===== src/rtl/rf_ctrl_pkg.sv =====
// Shared definitions for the register-file write-back control slice.
package rf_ctrl_pkg;

  localparam int DATA_WIDTH_DEF = 16;
  localparam int ADDR_WIDTH_DEF = 3;

  // Write-back source identity; also the round-robin "last granted" pointer.
  typedef enum logic {WB_ALU = 1'b0, WB_MEM = 1'b1} wb_src_t;

endpackage


===== src/rtl/rf_wb_sched_rr_arb2.sv =====
// Two-requester round-robin arbiter. req[0]=ALU, req[1]=MEM.
// On a tie the requester that was not granted last wins.
module rr_arb2
  import rf_ctrl_pkg::*;
(
  input  logic       clk,
  input  logic       reset,
  input  logic [1:0] req,
  output logic [1:0] gnt,
  output wb_src_t    last
);

  wb_src_t r_last;

  // Combinational grant: single requester wins outright, ties alternate.
  always_comb begin
    gnt = 2'b00;
    unique case (req)
      2'b01:   gnt = 2'b01;
      2'b10:   gnt = 2'b10;
      2'b11:   gnt = (r_last == WB_ALU) ? 2'b10 : 2'b01;
      default: gnt = 2'b00;
    endcase
  end

  // Pointer moves only when something is actually granted.
  always_ff @(posedge clk) begin
    if (reset) begin
      r_last <= WB_ALU;
    end else if (gnt != 2'b00) begin
      r_last <= gnt[1] ? WB_MEM : WB_ALU;
    end
  end

  assign last = r_last;

endmodule


===== src/rtl/rf_wb_sched.sv =====
// Write-back scheduler / hazard controller for a 1W/2R sync-read register file.
// Arbitrates ALU and MEM results onto the write port, tracks pending
// destinations, stalls reads of in-flight registers and forwards data for
// same-address read-during-write.
module rf_wb_sched
  import rf_ctrl_pkg::*;
#(
  parameter int DATA_WIDTH = DATA_WIDTH_DEF,
  parameter int ADDR_WIDTH = ADDR_WIDTH_DEF
) (
  input  logic                  clk,
  input  logic                  reset,
  input  logic                  iss_valid,
  input  logic [ADDR_WIDTH-1:0] iss_dst,
  output logic                  iss_ready,
  input  logic                  alu_wb_valid,
  input  logic [ADDR_WIDTH-1:0] alu_wb_sel,
  input  logic [DATA_WIDTH-1:0] alu_wb_data,
  output logic                  alu_wb_ready,
  input  logic                  mem_wb_valid,
  input  logic [ADDR_WIDTH-1:0] mem_wb_sel,
  input  logic [DATA_WIDTH-1:0] mem_wb_data,
  output logic                  mem_wb_ready,
  output logic                  wr_en,
  output logic [ADDR_WIDTH-1:0] wr_sel,
  output logic [DATA_WIDTH-1:0] wr_port,
  input  logic                  rd_a_en,
  input  logic [ADDR_WIDTH-1:0] rd_a_sel,
  input  logic                  rd_b_en,
  input  logic [ADDR_WIDTH-1:0] rd_b_sel,
  output logic                  stall_a,
  output logic                  stall_b,
  output logic                  fwd_a_en,
  output logic [DATA_WIDTH-1:0] fwd_a_data,
  output logic                  fwd_b_en,
  output logic [DATA_WIDTH-1:0] fwd_b_data
);

  localparam int NUM_REGS = 1 << ADDR_WIDTH;

  logic [1:0]            w_req;
  logic [1:0]            w_gnt;
  wb_src_t               w_last;
  logic                  w_xfer;
  logic [ADDR_WIDTH-1:0] w_gnt_sel;
  logic [DATA_WIDTH-1:0] w_gnt_data;
  logic                  w_iss_fire;

  logic                  r_wr_en;
  logic [ADDR_WIDTH-1:0] r_wr_sel;
  logic [DATA_WIDTH-1:0] r_wr_port;
  logic [NUM_REGS-1:0]   r_pend;
  logic                  r_fwd_a_en;
  logic                  r_fwd_b_en;
  logic [DATA_WIDTH-1:0] r_fwd_a_data;
  logic [DATA_WIDTH-1:0] r_fwd_b_data;

  // Requests are masked during reset so an in-flight handshake is dropped.
  assign w_req = reset ? 2'b00 : {mem_wb_valid, alu_wb_valid};

  rr_arb2 u_arb (
    .clk   (clk),
    .reset (reset),
    .req   (w_req),
    .gnt   (w_gnt),
    .last  (w_last)
  );

  assign alu_wb_ready = w_gnt[0];
  assign mem_wb_ready = w_gnt[1];
  assign w_xfer       = |w_gnt;
  assign w_gnt_sel    = w_gnt[1] ? mem_wb_sel  : alu_wb_sel;
  assign w_gnt_data   = w_gnt[1] ? mem_wb_data : alu_wb_data;

  // A write retiring this cycle frees its destination for reuse immediately.
  assign iss_ready  = !r_pend[iss_dst] || (r_wr_en && (r_wr_sel == iss_dst));
  assign w_iss_fire = iss_valid && iss_ready;

  // Operand is unavailable while pending, unless its write lands this cycle.
  assign stall_a = rd_a_en && r_pend[rd_a_sel] && !(r_wr_en && (r_wr_sel == rd_a_sel));
  assign stall_b = rd_b_en && r_pend[rd_b_sel] && !(r_wr_en && (r_wr_sel == rd_b_sel));

  // Write-port register: one cycle after transfer; sel/data hold when idle.
  always_ff @(posedge clk) begin
    if (reset) begin
      r_wr_en   <= 1'b0;
      r_wr_sel  <= '0;
      r_wr_port <= '0;
    end else begin
      r_wr_en <= w_xfer;
      if (w_xfer) begin
        r_wr_sel  <= w_gnt_sel;
        r_wr_port <= w_gnt_data;
      end
    end
  end

  // Scoreboard: clear on retiring write, then set on allocation so set wins.
  always_ff @(posedge clk) begin
    if (reset) begin
      r_pend <= '0;
    end else begin
      for (int i = 0; i < NUM_REGS; i++) begin
        if (w_iss_fire && (iss_dst == ADDR_WIDTH'(i))) begin
          r_pend[i] <= 1'b1;
        end else if (r_wr_en && (r_wr_sel == ADDR_WIDTH'(i))) begin
          r_pend[i] <= 1'b0;
        end
      end
    end
  end

  // Forwarding: the RF returns stale data on same-address read-during-write.
  always_ff @(posedge clk) begin
    if (reset) begin
      r_fwd_a_en   <= 1'b0;
      r_fwd_b_en   <= 1'b0;
      r_fwd_a_data <= '0;
      r_fwd_b_data <= '0;
    end else begin
      r_fwd_a_en <= rd_a_en && r_wr_en && (r_wr_sel == rd_a_sel);
      r_fwd_b_en <= rd_b_en && r_wr_en && (r_wr_sel == rd_b_sel);
      if (rd_a_en && r_wr_en && (r_wr_sel == rd_a_sel)) r_fwd_a_data <= r_wr_port;
      if (rd_b_en && r_wr_en && (r_wr_sel == rd_b_sel)) r_fwd_b_data <= r_wr_port;
    end
  end

  assign wr_en      = r_wr_en;
  assign wr_sel     = r_wr_sel;
  assign wr_port    = r_wr_port;
  assign fwd_a_en   = r_fwd_a_en;
  assign fwd_b_en   = r_fwd_b_en;
  assign fwd_a_data = r_fwd_a_data;
  assign fwd_b_data = r_fwd_b_data;

endmodule

===== config.mk =====
export PLATFORM = sky130hd
export DESIGN_NAME = rf_wb_sched
export DESIGN_NICKNAME = d
export VERILOG_FILES = /design/src/rtl/rf_ctrl_pkg.sv /design/src/rtl/rf_wb_sched_rr_arb2.sv /design/src/rtl/rf_wb_sched.sv
export SDC_FILE = /design/constraint.sdc
export NUM_CORES = 1
export LEC_CHECK = 0
export ABC_AREA = 1
export CORE_MARGIN = 2
export CORE_UTILIZATION = 48
export CTS_CLUSTER_DIAMETER = 150
export DETAILED_ROUTE_END_ITERATION = 7
export PLACE_DENSITY = 0.94
export SLEW_MARGIN = 30
export SYNTH_ARGS = -nofsm -noshare
export SYNTH_HDL_FRONTEND = slang
export SYNTH_SLANG_ARGS = --single-unit

===== constraint.sdc =====
create_clock -name clk -period 3.7 [get_ports clk]
set_clock_uncertainty 0.15 [all_clocks]
set_input_delay 0.74 -clock clk [delete_from_list [all_inputs] [get_ports clk]]
set_output_delay 0.74 -clock clk [all_outputs]
set_load 0.05 [all_outputs]

==> metrics.csv <==
metric,value,unit
status,"finished, final reports clean",
rr_startpoint,u_arb.last$_SDFFE_PP0P_,
core_area,5990,µm²
cp.required,2.81,ns
start_kind,input pin,
ys_ff_latch,63,
syn_avg_cell_area,7.47,µm²
cts_tree,yes,
power_density,397,nW/µm²
relSlewSlack,0.577,
finalCritPeriodShare,0.848,
crit_path_end_kind,primary output,
post_cts_buffers,0,
gp_congestion,0.938,
slew_violations,0,
maxCapViolations,0,
cts_root_buf,clkbuf_8,
setup_ws,0.562,ns
layout_commonest_cell,clkdlybuf4s50_1,
num_io_pins,113,
crit_path_start,iss_dst[0],
drt_pre_antenna_iters,5,
post-place-ws,0.590,ns
cts_made_buffers,9,
yosysSeqAreaShare,0.417,
drive_above_1_share,0.0992,
grt-ovfl-total,0,
initial_core_util,0.505,
power.total,1.70,mW
fp.dieArea,6950,µm²
cts_sinks,63,
synthFlopType,dfxtp_1,
grt_pass1_vias,3068,
wl,9210,µm
fmax,319,MHz
grt_use_total,0.261,
worstPathArrival,2.25,ns
grt_pass1_wl,14700,µm
vias_per_cell,5.44,
cp-endpoint,iss_ready,
routedWlPerCell,15.6,µm
n_antenna_cell,0,
vias,3206,
synthArstFlopShare,0,
antenna_found_initial,0,
drt_iter0_drc,378,
synthToLayoutAreaGrowth,42.0,%
tightestPinTransition,0.633,ns
synthesis.area,3020,µm²
synth_edf_count,0,
setup_violations,0,
ys_types,30,
ant_nets,0,
worstPathMaxFanout,9,
htree_levels,3,
tns,0,ns
grt_max_degree,52,
syn_inst,405,
rows,28,
clkTransAtPathRegs,0.06,ns
critical_path_class,input pin to primary output,
syn_nets,459,
clock_latency,0.34,ns
cp_cell_sequence,clkdlybuf4s50_1 > inv_1 > nand2_1 > nand2_1 > nand2_1 > nand3_1 > nand3_2 > buf_12,
min-delay-path-class,register to register,
reg2regPathDepth,7,
die_h,83.4,µm
max_stage_delay,0.55,ns
ys_warn_count,0,
route.detailed.drc,0,
chipWidth,83.4,µm
r2r_end,wr_port[15]$_SDFFE_PP0P_,
dp_hpwl,6670,µm
period_needed,3.14,ns
reg2reg_slack,1.38,ns
irDropWorstVdd,0.000313,V
power.leakage,1.67,nW
cp_common_cell,nand2_1,
rsz0062_at_grt,false,
cpMaxStageDelayCell,clkdlybuf4s50_1,
final_cell_mix,"clkdlybuf4s50_1 (106), nand2_1 (97), dfxtp_1 (63)",
io_buffers,112,
finalHoldViolCount,0,
cts_hold_buf,0,
cts_resized,0,
nNetsFinal,563,
clk_path_buf_depth,2,
## report_power, final
group / internal, mW / leakage [nW] / switching, mW / total (mW)
logic: 0.142 / 1.06 / 0.227 / 0.368
clock network: 0.325 / 0.0981 / 0.266 / 0.591
registers: 0.706 / 0.513 / 0.0389 / 0.745
## cells by family (layout without fill, tap and decap cells)
| group | count (synthesis) | in the layout | synth area share |
|---|---|---|---|
| AND/OR/NAND/NOR | 176 | 176 | 0.264 |
| flip-flops | 63 | 63 | 0.417 |
| XOR/XNOR | 3 | 3 | 0.00869 |
| multiplexers | 11 | 11 | 0.0364 |
| buffers and inverters | 49 | 158 | 0.0898 |
| AO/OA/AOI/OAI | 103 | 103 | 0.184 |
## sequential cells by signal (all words and copies together), names as in the netlist
signal	count
wr_port	16
wr_sel	3
fwd_b_en	1
fwd_b_data	16
fwd_a_data	16
fwd_a_en	1
u_arb.last	1
wr_en	1
r_pend	8
## through the flow
stage,cells,cell area [µm²],hold slack (ns),util
2_1_floorplan,405,3020,0.293,-
3_3_place_gp,573,4100,0.298,0.684
3_5_place_dp,573,4100,0.303,0.684
4_1_cts,589,4300,0.312,0.717
5_1_grt,589,4300,0.336,0.717
6_report,589,4300,0.311,0.717
## final cells by class
cell class,instances,area (µm²)
clock inverter,6,60.1
inverter,24,90.1
sequential,63,1260
multi-input combinational,293,1490
fill,463,1700
tap,75,93.8
clock buffer,10,138
timing repair buffer,118,1160
## per-layer routing
metal / part of all wire / routed length, µm / GRT usage / vias to the layer above
met1: 0.40 / 3680 / 0.313 / 1462
met3: 0.080 / 734 / 0.0706 / 18
met2: 0.50 / 4610 / 0.442 / 164
met5: 0 / 0 / 0 / -
li1: - / - / - / 1562
met4: 0.020 / 182 / 0.101 / 0
## worst min path at each step
stage                                 from                     endpoint  slack (ns)  depth (start not counted)
2_1_floorplan       r_pend[0]$_SDFFE_PP0P_       r_pend[0]$_SDFFE_PP0P_        0.29                          2
3_3_place_gp    fwd_b_data[6]$_SDFFE_PP0P_   fwd_b_data[6]$_SDFFE_PP0P_        0.30                          2
3_5_place_dp   fwd_a_data[13]$_SDFFE_PP0P_  fwd_a_data[13]$_SDFFE_PP0P_        0.30                          2
4_1_cts        fwd_a_data[13]$_SDFFE_PP0P_  fwd_a_data[13]$_SDFFE_PP0P_        0.31                          2
5_1_grt         fwd_a_data[6]$_SDFFE_PP0P_   fwd_a_data[6]$_SDFFE_PP0P_        0.34                          2
6_report        fwd_a_data[5]$_SDFFE_PP0P_   fwd_a_data[5]$_SDFFE_PP0P_        0.31                          2
## worst max-delay path: cells and delay by family
kind	cells	cell delay, ns
buf+inv	3	1.01
simple gates	5	0.50
## Yosys cell counts, types with 6 or more instances
master / instances / area share
o21ai_0: 33 / 0.055
clkbuf_1: 9 / 0.011
mux2i_1: 11 / 0.036
dfxtp_1: 63 / 0.42
nor2_1: 26 / 0.032
nand3_1: 38 / 0.063
inv_1: 21 / 0.026
a21oi_2: 6 / 0.017
nand2_1: 97 / 0.12
a21oi_1: 58 / 0.096
buf_6: 7 / 0.026
nand3_2: 7 / 0.023
Power figures use the tool's default switching activity.
